<file path="config.mk">
export PLATFORM = sky130hd
export DESIGN_NAME = cpu_program_sequencer_flat
export DESIGN_NICKNAME = d
export VERILOG_FILES = /design/src/rtl/cpu_program_sequencer_pkg.sv /design/src/rtl/cpu_program_sequencer_if.sv /design/src/rtl/cpu_program_mem.sv /design/src/rtl/cpu_program_sequencer.sv /design/src/flat_wrapper.sv
export SDC_FILE = /design/constraint.sdc
export NUM_CORES = 1
export LEC_CHECK = 0
export BUFFER_PORTS_ARGS = -buffer_cell sky130_fd_sc_hd__buf_4
export CAP_MARGIN = 10
export CORE_AREA = 5 5 138 140
export DETAILED_ROUTE_END_ITERATION = 8
export DIE_AREA = 0 0 143 145
export PLACE_DENSITY = 0.79
export SYNTH_ARGS = -nofsm -noshare
export SYNTH_HDL_FRONTEND = slang
export SYNTH_HIERARCHICAL = 1
export SYNTH_SLANG_ARGS = --single-unit
</file>
<file path="constraint.sdc">
create_clock -name clk -period 5.45 [get_ports clk]
set_clock_uncertainty 0.15 [all_clocks]
set_input_delay 0.545 -clock clk [delete_from_list [all_inputs] [get_ports clk]]
set_output_delay 0.545 -clock clk [all_outputs]
set_load 0.01 [all_outputs]
</file>
<file path="src/rtl/cpu_program_sequencer_pkg.sv">
// Shared definitions for the program sequencer: CPU opcodes, the program
// word layout and the sequencer state encoding.
package cpu_program_sequencer_pkg;

  localparam int unsigned OP_W   = 4;
  localparam int unsigned NIB_W  = 4;
  localparam int unsigned WORD_W = OP_W + 2 * NIB_W;

  typedef logic [OP_W-1:0] opcode_t;

  // CPU opcodes
  localparam opcode_t OP_ADD   = 4'b0000;
  localparam opcode_t OP_SUB   = 4'b0001;
  localparam opcode_t OP_STORE = 4'b0010;
  localparam opcode_t OP_LOAD  = 4'b0011;
  localparam opcode_t OP_AND   = 4'b0101;
  localparam opcode_t OP_OR    = 4'b0110;
  localparam opcode_t OP_XOR   = 4'b0111;
  localparam opcode_t OP_SHL   = 4'b1001;
  localparam opcode_t OP_SHR   = 4'b1010;
  // Sequencer-only stop marker, never driven to the CPU
  localparam opcode_t OP_HALT  = 4'hE;
  // Not decoded by the CPU, keeps its FSM idle
  localparam opcode_t OP_IDLE  = 4'hF;

  typedef struct packed {
    opcode_t            opcode;
    logic [NIB_W-1:0]   addr;
    logic [NIB_W-1:0]   data;
  } prog_word_t;

  localparam prog_word_t HALT_WORD = '{opcode: OP_HALT, addr: 4'h0, data: 4'h0};

  typedef enum logic [2:0] {
    S_IDLE    = 3'd0,
    S_FETCH   = 3'd1,
    S_ISSUE   = 3'd2,
    S_WAIT    = 3'd3,
    S_CAPTURE = 3'd4,
    S_DONE    = 3'd5
  } seq_state_t;

  function automatic logic is_store(input opcode_t op);
    return op == OP_STORE;
  endfunction

endpackage

</file>
<file path="src/rtl/cpu_program_sequencer_if.sv">
// CPU pin bus between the sequencer (master) and the accumulator CPU (slave).
//   cpu_opcode/cpu_addr/cpu_data/cpu_write_enable : instruction pins to CPU
//   cpu_acc_in                                    : CPU accumulator back
interface cpu_program_sequencer_if;
  import cpu_program_sequencer_pkg::*;

  opcode_t          cpu_opcode;
  logic [NIB_W-1:0] cpu_addr;
  logic [NIB_W-1:0] cpu_data;
  logic             cpu_write_enable;
  logic [NIB_W-1:0] cpu_acc_in;

  modport master (
    output cpu_opcode, cpu_addr, cpu_data, cpu_write_enable,
    input  cpu_acc_in
  );

  modport slave (
    input  cpu_opcode, cpu_addr, cpu_data, cpu_write_enable,
    output cpu_acc_in
  );

endinterface

</file>
<file path="src/rtl/cpu_program_mem.sv">
// Program store: DEPTH x 12 register file, reset clears every word to HALT.
//   clk, rst      : clock, synchronous active-high reset
//   we/waddr/wdata: synchronous write port
//   raddr/rdata   : registered read port; a same-cycle write to raddr is
//                   forwarded so the next read sees the new word
module cpu_program_mem
  import cpu_program_sequencer_pkg::*;
#(
  parameter  int unsigned DEPTH = 16,
  localparam int unsigned AW    = $clog2(DEPTH)
) (
  input  logic          clk,
  input  logic          rst,
  input  logic          we,
  input  logic [AW-1:0] waddr,
  input  prog_word_t    wdata,
  input  logic [AW-1:0] raddr,
  output prog_word_t    rdata
);

  prog_word_t mem_q [DEPTH];
  prog_word_t rdata_d;
  prog_word_t rdata_q;

  // Read with write-forwarding
  always_comb begin
    rdata_d = mem_q[raddr];
    if (we && (waddr == raddr)) rdata_d = wdata;
  end

  always_ff @(posedge clk) begin
    if (rst) begin
      for (int unsigned i = 0; i < DEPTH; i++) mem_q[AW'(i)] <= HALT_WORD;
      rdata_q <= HALT_WORD;
    end else begin
      if (we) mem_q[waddr] <= wdata;
      rdata_q <= rdata_d;
    end
  end

  assign rdata = rdata_q;

endmodule

</file>
<file path="src/rtl/cpu_program_sequencer.sv">
// Self-running instruction issuer for the 4-bit accumulator CPU.
//   clk, rst                      : clock, synchronous active-high reset
//   prog_we/prog_addr/prog_word   : program load port (IDLE only)
//   start, abort                  : launch from pc 0 / stop immediately
//   cpu_bus (master)              : CPU opcode/addr/data/we pins, acc in
//   result, result_valid          : sampled accumulator and its pulse
//   pc, busy, done                : program counter, running, completion pulse
module cpu_program_sequencer
  import cpu_program_sequencer_pkg::*;
#(
  parameter  int unsigned PROG_DEPTH    = 16,
  parameter  int unsigned ISSUE_CYCLES  = 3,
  parameter  int unsigned SETTLE_CYCLES = 2,
  localparam int unsigned PC_W          = $clog2(PROG_DEPTH)
) (
  input  logic                    clk,
  input  logic                    rst,
  input  logic                    prog_we,
  input  logic [PC_W-1:0]         prog_addr,
  input  logic [WORD_W-1:0]       prog_word,
  input  logic                    start,
  input  logic                    abort,
  cpu_program_sequencer_if.master cpu_bus,
  output logic [NIB_W-1:0]        result,
  output logic                    result_valid,
  output logic [PC_W-1:0]         pc,
  output logic                    busy,
  output logic                    done
);

  localparam int unsigned CNT_MAX = (ISSUE_CYCLES > SETTLE_CYCLES) ? ISSUE_CYCLES : SETTLE_CYCLES;
  localparam int unsigned CNT_W   = (CNT_MAX > 1) ? $clog2(CNT_MAX) : 1;

  seq_state_t       state_q, state_d;
  logic [PC_W-1:0]  pc_q, pc_d;
  logic [CNT_W-1:0] cnt_q, cnt_d;
  opcode_t          instr_op_q, instr_op_d;
  logic [NIB_W-1:0] result_q, result_d;
  logic             result_valid_q, result_valid_d;
  logic             done_q, done_d;
  logic             busy_q, busy_d;
  opcode_t          cpu_opcode_q, cpu_opcode_d;
  logic             cpu_we_q, cpu_we_d;
  logic [NIB_W-1:0] cpu_addr_q, cpu_addr_d;
  logic [NIB_W-1:0] cpu_data_q, cpu_data_d;
  logic             mem_we;
  prog_word_t       mem_rdata;

  // Read address follows the next pc so the word is ready during FETCH
  cpu_program_mem #(.DEPTH(PROG_DEPTH)) u_mem (
    .clk   (clk),
    .rst   (rst),
    .we    (mem_we),
    .waddr (prog_addr),
    .wdata (prog_word_t'(prog_word)),
    .raddr (pc_d),
    .rdata (mem_rdata)
  );

  // Next-state and next-output logic; *_d values are what the pins show next cycle
  always_comb begin
    state_d        = state_q;
    pc_d           = pc_q;
    cnt_d          = cnt_q;
    instr_op_d     = instr_op_q;
    result_d       = result_q;
    result_valid_d = 1'b0;
    done_d         = 1'b0;
    cpu_opcode_d   = OP_IDLE;
    cpu_we_d       = 1'b0;
    cpu_addr_d     = cpu_addr_q;
    cpu_data_d     = cpu_data_q;
    mem_we         = 1'b0;

    unique case (state_q)
      S_IDLE: begin
        cpu_addr_d = '0;
        cpu_data_d = '0;
        mem_we     = prog_we;
        if (start && !abort) begin
          pc_d    = '0;
          state_d = S_FETCH;
        end
      end
      S_FETCH: begin
        instr_op_d = mem_rdata.opcode;
        if (mem_rdata.opcode == OP_HALT) begin
          state_d    = S_DONE;
          done_d     = 1'b1;
          cpu_addr_d = '0;
          cpu_data_d = '0;
        end else begin
          state_d      = S_ISSUE;
          cnt_d        = CNT_W'(ISSUE_CYCLES - 1);
          cpu_opcode_d = mem_rdata.opcode;
          cpu_addr_d   = mem_rdata.addr;
          cpu_data_d   = mem_rdata.data;
          cpu_we_d     = is_store(mem_rdata.opcode);
        end
      end
      S_ISSUE: begin
        if (cnt_q == '0) begin
          state_d = S_WAIT;
          cnt_d   = CNT_W'(SETTLE_CYCLES - 1);
        end else begin
          cnt_d        = cnt_q - CNT_W'(1);
          cpu_opcode_d = instr_op_q;
          cpu_we_d     = is_store(instr_op_q);
        end
      end
      S_WAIT: begin
        if (cnt_q == '0) begin
          state_d        = S_CAPTURE;
          result_d       = cpu_bus.cpu_acc_in;
          result_valid_d = 1'b1;
        end else begin
          cnt_d = cnt_q - CNT_W'(1);
        end
      end
      S_CAPTURE: begin
        if (pc_q == PC_W'(PROG_DEPTH - 1)) begin
          state_d    = S_DONE;
          done_d     = 1'b1;
          cpu_addr_d = '0;
          cpu_data_d = '0;
        end else begin
          pc_d    = pc_q + PC_W'(1);
          state_d = S_FETCH;
        end
      end
      S_DONE: begin
        state_d    = S_IDLE;
        cpu_addr_d = '0;
        cpu_data_d = '0;
      end
      default: state_d = S_IDLE;
    endcase

    // Abort wins over every transition; pc and result are held
    if (abort && (state_q != S_IDLE)) begin
      state_d        = S_IDLE;
      pc_d           = pc_q;
      cnt_d          = cnt_q;
      result_d       = result_q;
      result_valid_d = 1'b0;
      done_d         = 1'b0;
      cpu_opcode_d   = OP_IDLE;
      cpu_we_d       = 1'b0;
      cpu_addr_d     = '0;
      cpu_data_d     = '0;
    end

    busy_d = (state_d != S_IDLE);
  end

  always_ff @(posedge clk) begin
    if (rst) begin
      state_q        <= S_IDLE;
      pc_q           <= '0;
      cnt_q          <= '0;
      instr_op_q     <= OP_HALT;
      result_q       <= '0;
      result_valid_q <= 1'b0;
      done_q         <= 1'b0;
      busy_q         <= 1'b0;
      cpu_opcode_q   <= OP_IDLE;
      cpu_we_q       <= 1'b0;
      cpu_addr_q     <= '0;
      cpu_data_q     <= '0;
    end else begin
      state_q        <= state_d;
      pc_q           <= pc_d;
      cnt_q          <= cnt_d;
      instr_op_q     <= instr_op_d;
      result_q       <= result_d;
      result_valid_q <= result_valid_d;
      done_q         <= done_d;
      busy_q         <= busy_d;
      cpu_opcode_q   <= cpu_opcode_d;
      cpu_we_q       <= cpu_we_d;
      cpu_addr_q     <= cpu_addr_d;
      cpu_data_q     <= cpu_data_d;
    end
  end

  assign cpu_bus.cpu_opcode       = cpu_opcode_q;
  assign cpu_bus.cpu_addr         = cpu_addr_q;
  assign cpu_bus.cpu_data         = cpu_data_q;
  assign cpu_bus.cpu_write_enable = cpu_we_q;
  assign result                   = result_q;
  assign result_valid             = result_valid_q;
  assign pc                       = pc_q;
  assign busy                     = busy_q;
  assign done                     = done_q;

endmodule

</file>
<file path="src/flat_wrapper.sv">
// flat-port wrapper written by rule: the top's interface ports become plain ports
module cpu_program_sequencer_flat import cpu_program_sequencer_pkg::*;
#(
  parameter  int unsigned PROG_DEPTH    = 16,
  parameter  int unsigned ISSUE_CYCLES  = 3,
  parameter  int unsigned SETTLE_CYCLES = 2,
  localparam int unsigned PC_W          = $clog2(PROG_DEPTH)
)
  (clk, rst, prog_we, prog_addr, prog_word, start, abort, result, result_valid, pc, busy, done, cpu_bus_cpu_opcode, cpu_bus_cpu_addr, cpu_bus_cpu_data, cpu_bus_cpu_write_enable, cpu_bus_cpu_acc_in);
  cpu_program_sequencer_if cpu_bus_i ();
  input  logic clk;
  input  logic rst;
  input  logic prog_we;
  input  logic [PC_W-1:0] prog_addr;
  input  logic [WORD_W-1:0] prog_word;
  input  logic start;
  input  logic abort;
  output logic [NIB_W-1:0] result;
  output logic result_valid;
  output logic [PC_W-1:0] pc;
  output logic busy;
  output logic done;
  output wire logic [$bits(cpu_bus_i.cpu_opcode)-1:0] cpu_bus_cpu_opcode;
  output wire logic [$bits(cpu_bus_i.cpu_addr)-1:0] cpu_bus_cpu_addr;
  output wire logic [$bits(cpu_bus_i.cpu_data)-1:0] cpu_bus_cpu_data;
  output wire logic [$bits(cpu_bus_i.cpu_write_enable)-1:0] cpu_bus_cpu_write_enable;
  input wire logic [$bits(cpu_bus_i.cpu_acc_in)-1:0] cpu_bus_cpu_acc_in;
  assign cpu_bus_cpu_opcode = cpu_bus_i.cpu_opcode;
  assign cpu_bus_cpu_addr = cpu_bus_i.cpu_addr;
  assign cpu_bus_cpu_data = cpu_bus_i.cpu_data;
  assign cpu_bus_cpu_write_enable = cpu_bus_i.cpu_write_enable;
  assign cpu_bus_i.cpu_acc_in = cpu_bus_cpu_acc_in;
  cpu_program_sequencer #(.PROG_DEPTH(PROG_DEPTH), .ISSUE_CYCLES(ISSUE_CYCLES), .SETTLE_CYCLES(SETTLE_CYCLES)) u_core (.clk(clk), .rst(rst), .prog_we(prog_we), .prog_addr(prog_addr), .prog_word(prog_word), .start(start), .abort(abort), .cpu_bus(cpu_bus_i), .result(result), .result_valid(result_valid), .pc(pc), .busy(busy), .done(done));
endmodule
</file>
==> run summary <==
Hold Crit Depth: 3
Vias in the first global route: 6,694
Post-CTS Setup Bufs: 0
Post-Synth Simple-Gate Area: 18.3%
Setup TNS Final: 0 ns
Hold WS: 0.129 ns
Mapped Cells: 764
GRT Total Usage: 24.2%
Combinational power share: 6.6%
Die Y: 145 um
Syn. warnings: 6
PortBufs: 48
# diodes: 0
Setup Viol. Count Final: 0
Switching part of the total: 22.0%
Count leader, synth: edfxtp_1
Clk pwr share: 41.1%
Reg2reg setup slack: 1.67 ns
Avg Cell Area, Syn: 14.0 um2
Core Region: 17,700 um2
Vias per cell: 6.33
Row cnt: 49
Via count: 6,585
Final std cells w/o fill: 1,040
Int Pwr: 0.00305 W
Synthesized flop and latch total: 237
RR Endpoint: u_core/u_mem/rdata[3]
Post-Synth XOR/XNOR Area: 0.328%
WL per Instance: 23.9 um
CTS root buffer: clkbuf_16
Hold Path Sink: u_core/result[1]
Most frequent cells after synthesis: 192 x edfxtp_1, 147 x and2_1, 48 x mux4_2
Maxcap violations: 0
Worst path arrival time: 4.08 ns
Synth Area in Compound Gates: 5.46%
Final max-slew violation count: 0
Ys flop type: edfxtp_1
Global-route wire length before repair: 38,900 um
Critical Path Sink Type: register
DRT Pass-1 Iters: 6
Async set-or-reset flop fraction in the synthesized netlist: 0%
Worst flop-to-flop path startpoint: u_core/pc[0]
Synth cell types: 53
Seq pwr share: 52.3%
Placer Congestion: 0.858
Yosys top cell by area: edfxtp_1
Reg2Reg Depth: 9
GRT overflow: 0
Clk slew on worst S/H paths: 0.06 ns
RSZ-0062 raised after global routing: no
Worst Tran Pin Value: 1.19 ns
Placed cell count: 995
Hold WC Path Type: primary input to register
CTS tree: yes
Syn nets: 792
Largest family of logic cells by synthesized area: simple AND/OR/NAND/NOR gates
Fin crit share: 69.4%
Leakage: 4.07 nW
Width of the die: 143 um
Cts bufs inserted: 25
Nets: 821
Hold wc startpoint: cpu_bus_cpu_acc_in[1]
Area share of fa/ha/maj cells after synthesis: 0.352%
Area Overhead vs Synth: 11.5%
Share of cells above drive strength 1: 20.8%
Clk_lat worst skew: 0.51 ns
WS Path Type: register to register
Die ar.: 20,700 um2
Clock buffer depth: 3
Antenna violations before repair: 0
Initial Util: 60.2%
# hold bufs at CTS: 0
WP data required: 5.75 ns
Synth area leaders: edfxtp_1 54%, mux4_2 10%, and2_1 8.6%
Hold violation count in the final report: 0
Synthesized area: 10,700 um2
Outcome: finished clean
Final WL: 24,800 um
Pwr Density: 328 nW/um2
Worst setup SP type: register
Fin crit period: 3.78 ns
# DRC: 0
Slew margin rel.: 20.6%
Yosys top cell area share: 54.0%
DRT antenna net count: 0
DR iter-0 viols: 725
VDD IR-drop max: 0.220 mV
Largest net degree at the start of global routing: 50
Mux cell area share after synthesis: 10.5%
Achievable Freq: 264 MHz
H-tree depth: 1
Post-synth EDFFs: 192
Hpwl dp: 16,500 um
Sink Count: 237
Sequential share of the synthesized area: 62.5%
CP Max Fanout: 49
Post-cts sizing count: 0
I/O pins: 49
Sw power: 0.000860 W
how the worst max path moves through the flow:
stage               cells past startpoint                    end          from  slack (ns)
floorplan                              11  u_core/u_mem/rdata[0]  u_core/pc[0]        2.69
global placement                        9  u_core/u_mem/rdata[3]  u_core/pc[0]        1.79
detailed placement                      9  u_core/u_mem/rdata[3]  u_core/pc[0]        1.74
CTS                                     9  u_core/u_mem/rdata[3]  u_core/pc[0]        1.68
global route                            9  u_core/u_mem/rdata[3]  u_core/pc[0]        1.33
finish                                  9  u_core/u_mem/rdata[3]  u_core/pc[0]        1.67
flip-flops by register name, summed over array words and instances (netlist names):
name / cells
u_core/busy: 1
u_core/cpu_bus.cpu_write_enable: 1
u_core/cpu_bus.cpu_data: 4
u_core/u_mem/rdata: 12
u_core/state_q: 3
u_core/result_valid: 1
u_core/cpu_bus.cpu_opcode: 4
u_core/cnt_q: 2
u_core/result: 4
u_core/pc: 4
u_core/instr_op_q: 4
u_core/u_mem/mem_q: 192
u_core/cpu_bus.cpu_addr: 4
u_core/done: 1
cell families (layout without fill, tap and decap cells):
family	Yosys count	in the layout
AND/OR/NAND/NOR	331	331
flip-flops	237	237
AO/OA/AOI/OAI	83	83
buffers and inverters	54	101
multiplexers	52	52
XOR/XNOR	4	4
adder cells (fa/ha/maj)	3	3
power groups by stage:
stage	logic, W	clock network (W)	registers (W)
2_1_floorplan	0.000178	0	0.00206
3_3_place_gp	0.000247	0	0.00208
3_5_place_dp	0.000254	0	0.00208
4_1_cts	0.000256	0.00163	0.00204
5_1_grt	0.000277	0.00171	0.00205
6_report	0.000257	0.00161	0.00204
per-stage QoR:
stage                     util (%)  cell area (um2)  total power, W  worst slack, ns
final                         67.2            11900         0.00391             1.67
after global routing          67.2            11900         0.00403             1.33
after CTS                     67.2            11900         0.00393             1.68
after detailed placement      62.8            11100         0.00233             1.74
after global placement        62.8            11100         0.00232             1.79
after floorplan                  -            10700         0.00224             2.69
worst max-delay path, cell delays in order, from the launching register on:
cell     delay (ns)
dfxtp_1        0.35
ha_1           0.26
and3_1         0.24
and2_1         0.16
o21ai_0        0.33
nand2_4        0.60
xor2_1         0.40
nor3_2         0.10
a21oi_1        0.81
a22o_1         0.29
cell usage in the layout (no fill, tap or decap), types with 7 or more instances in the layout:
master / count
o21ai_0: 9
nand2b_1: 22
a21oi_1: 22
or3_1: 38
buf_4: 53
clkinv_2: 7
and2_1: 147
clkbuf_16: 26
mux4_2: 48
edfxtp_1: 192
or2_2: 16
nand2_1: 28
clkbuf_1: 7
nor2_1: 26
a22o_1: 15
nand3_1: 15
a22oi_1: 18
dfxtp_1: 45
layer usage:
metal	routed length [um]	vias up	track usage, %
li1	-	2905	-
met1	9600	3325	32.6
met2	12800	299	41.3
met3	1890	56	3.49
met4	596	0	7.08
met5	0	-	0
area by class of cell:
| cell class | instances | area, um2 |
|---|---|---|
| flip-flops and latches | 237 | 6670 |
| fillers | 1176 | 5820 |
| multi-input cells | 473 | 3760 |
| clock buffers | 38 | 746 |
| repair buffers | 53 | 398 |
| well taps | 229 | 287 |
| clock inverters | 7 | 35.0 |
| inverters | 3 | 11.3 |
No activity file was read; power rests on OpenSTA's default activity.
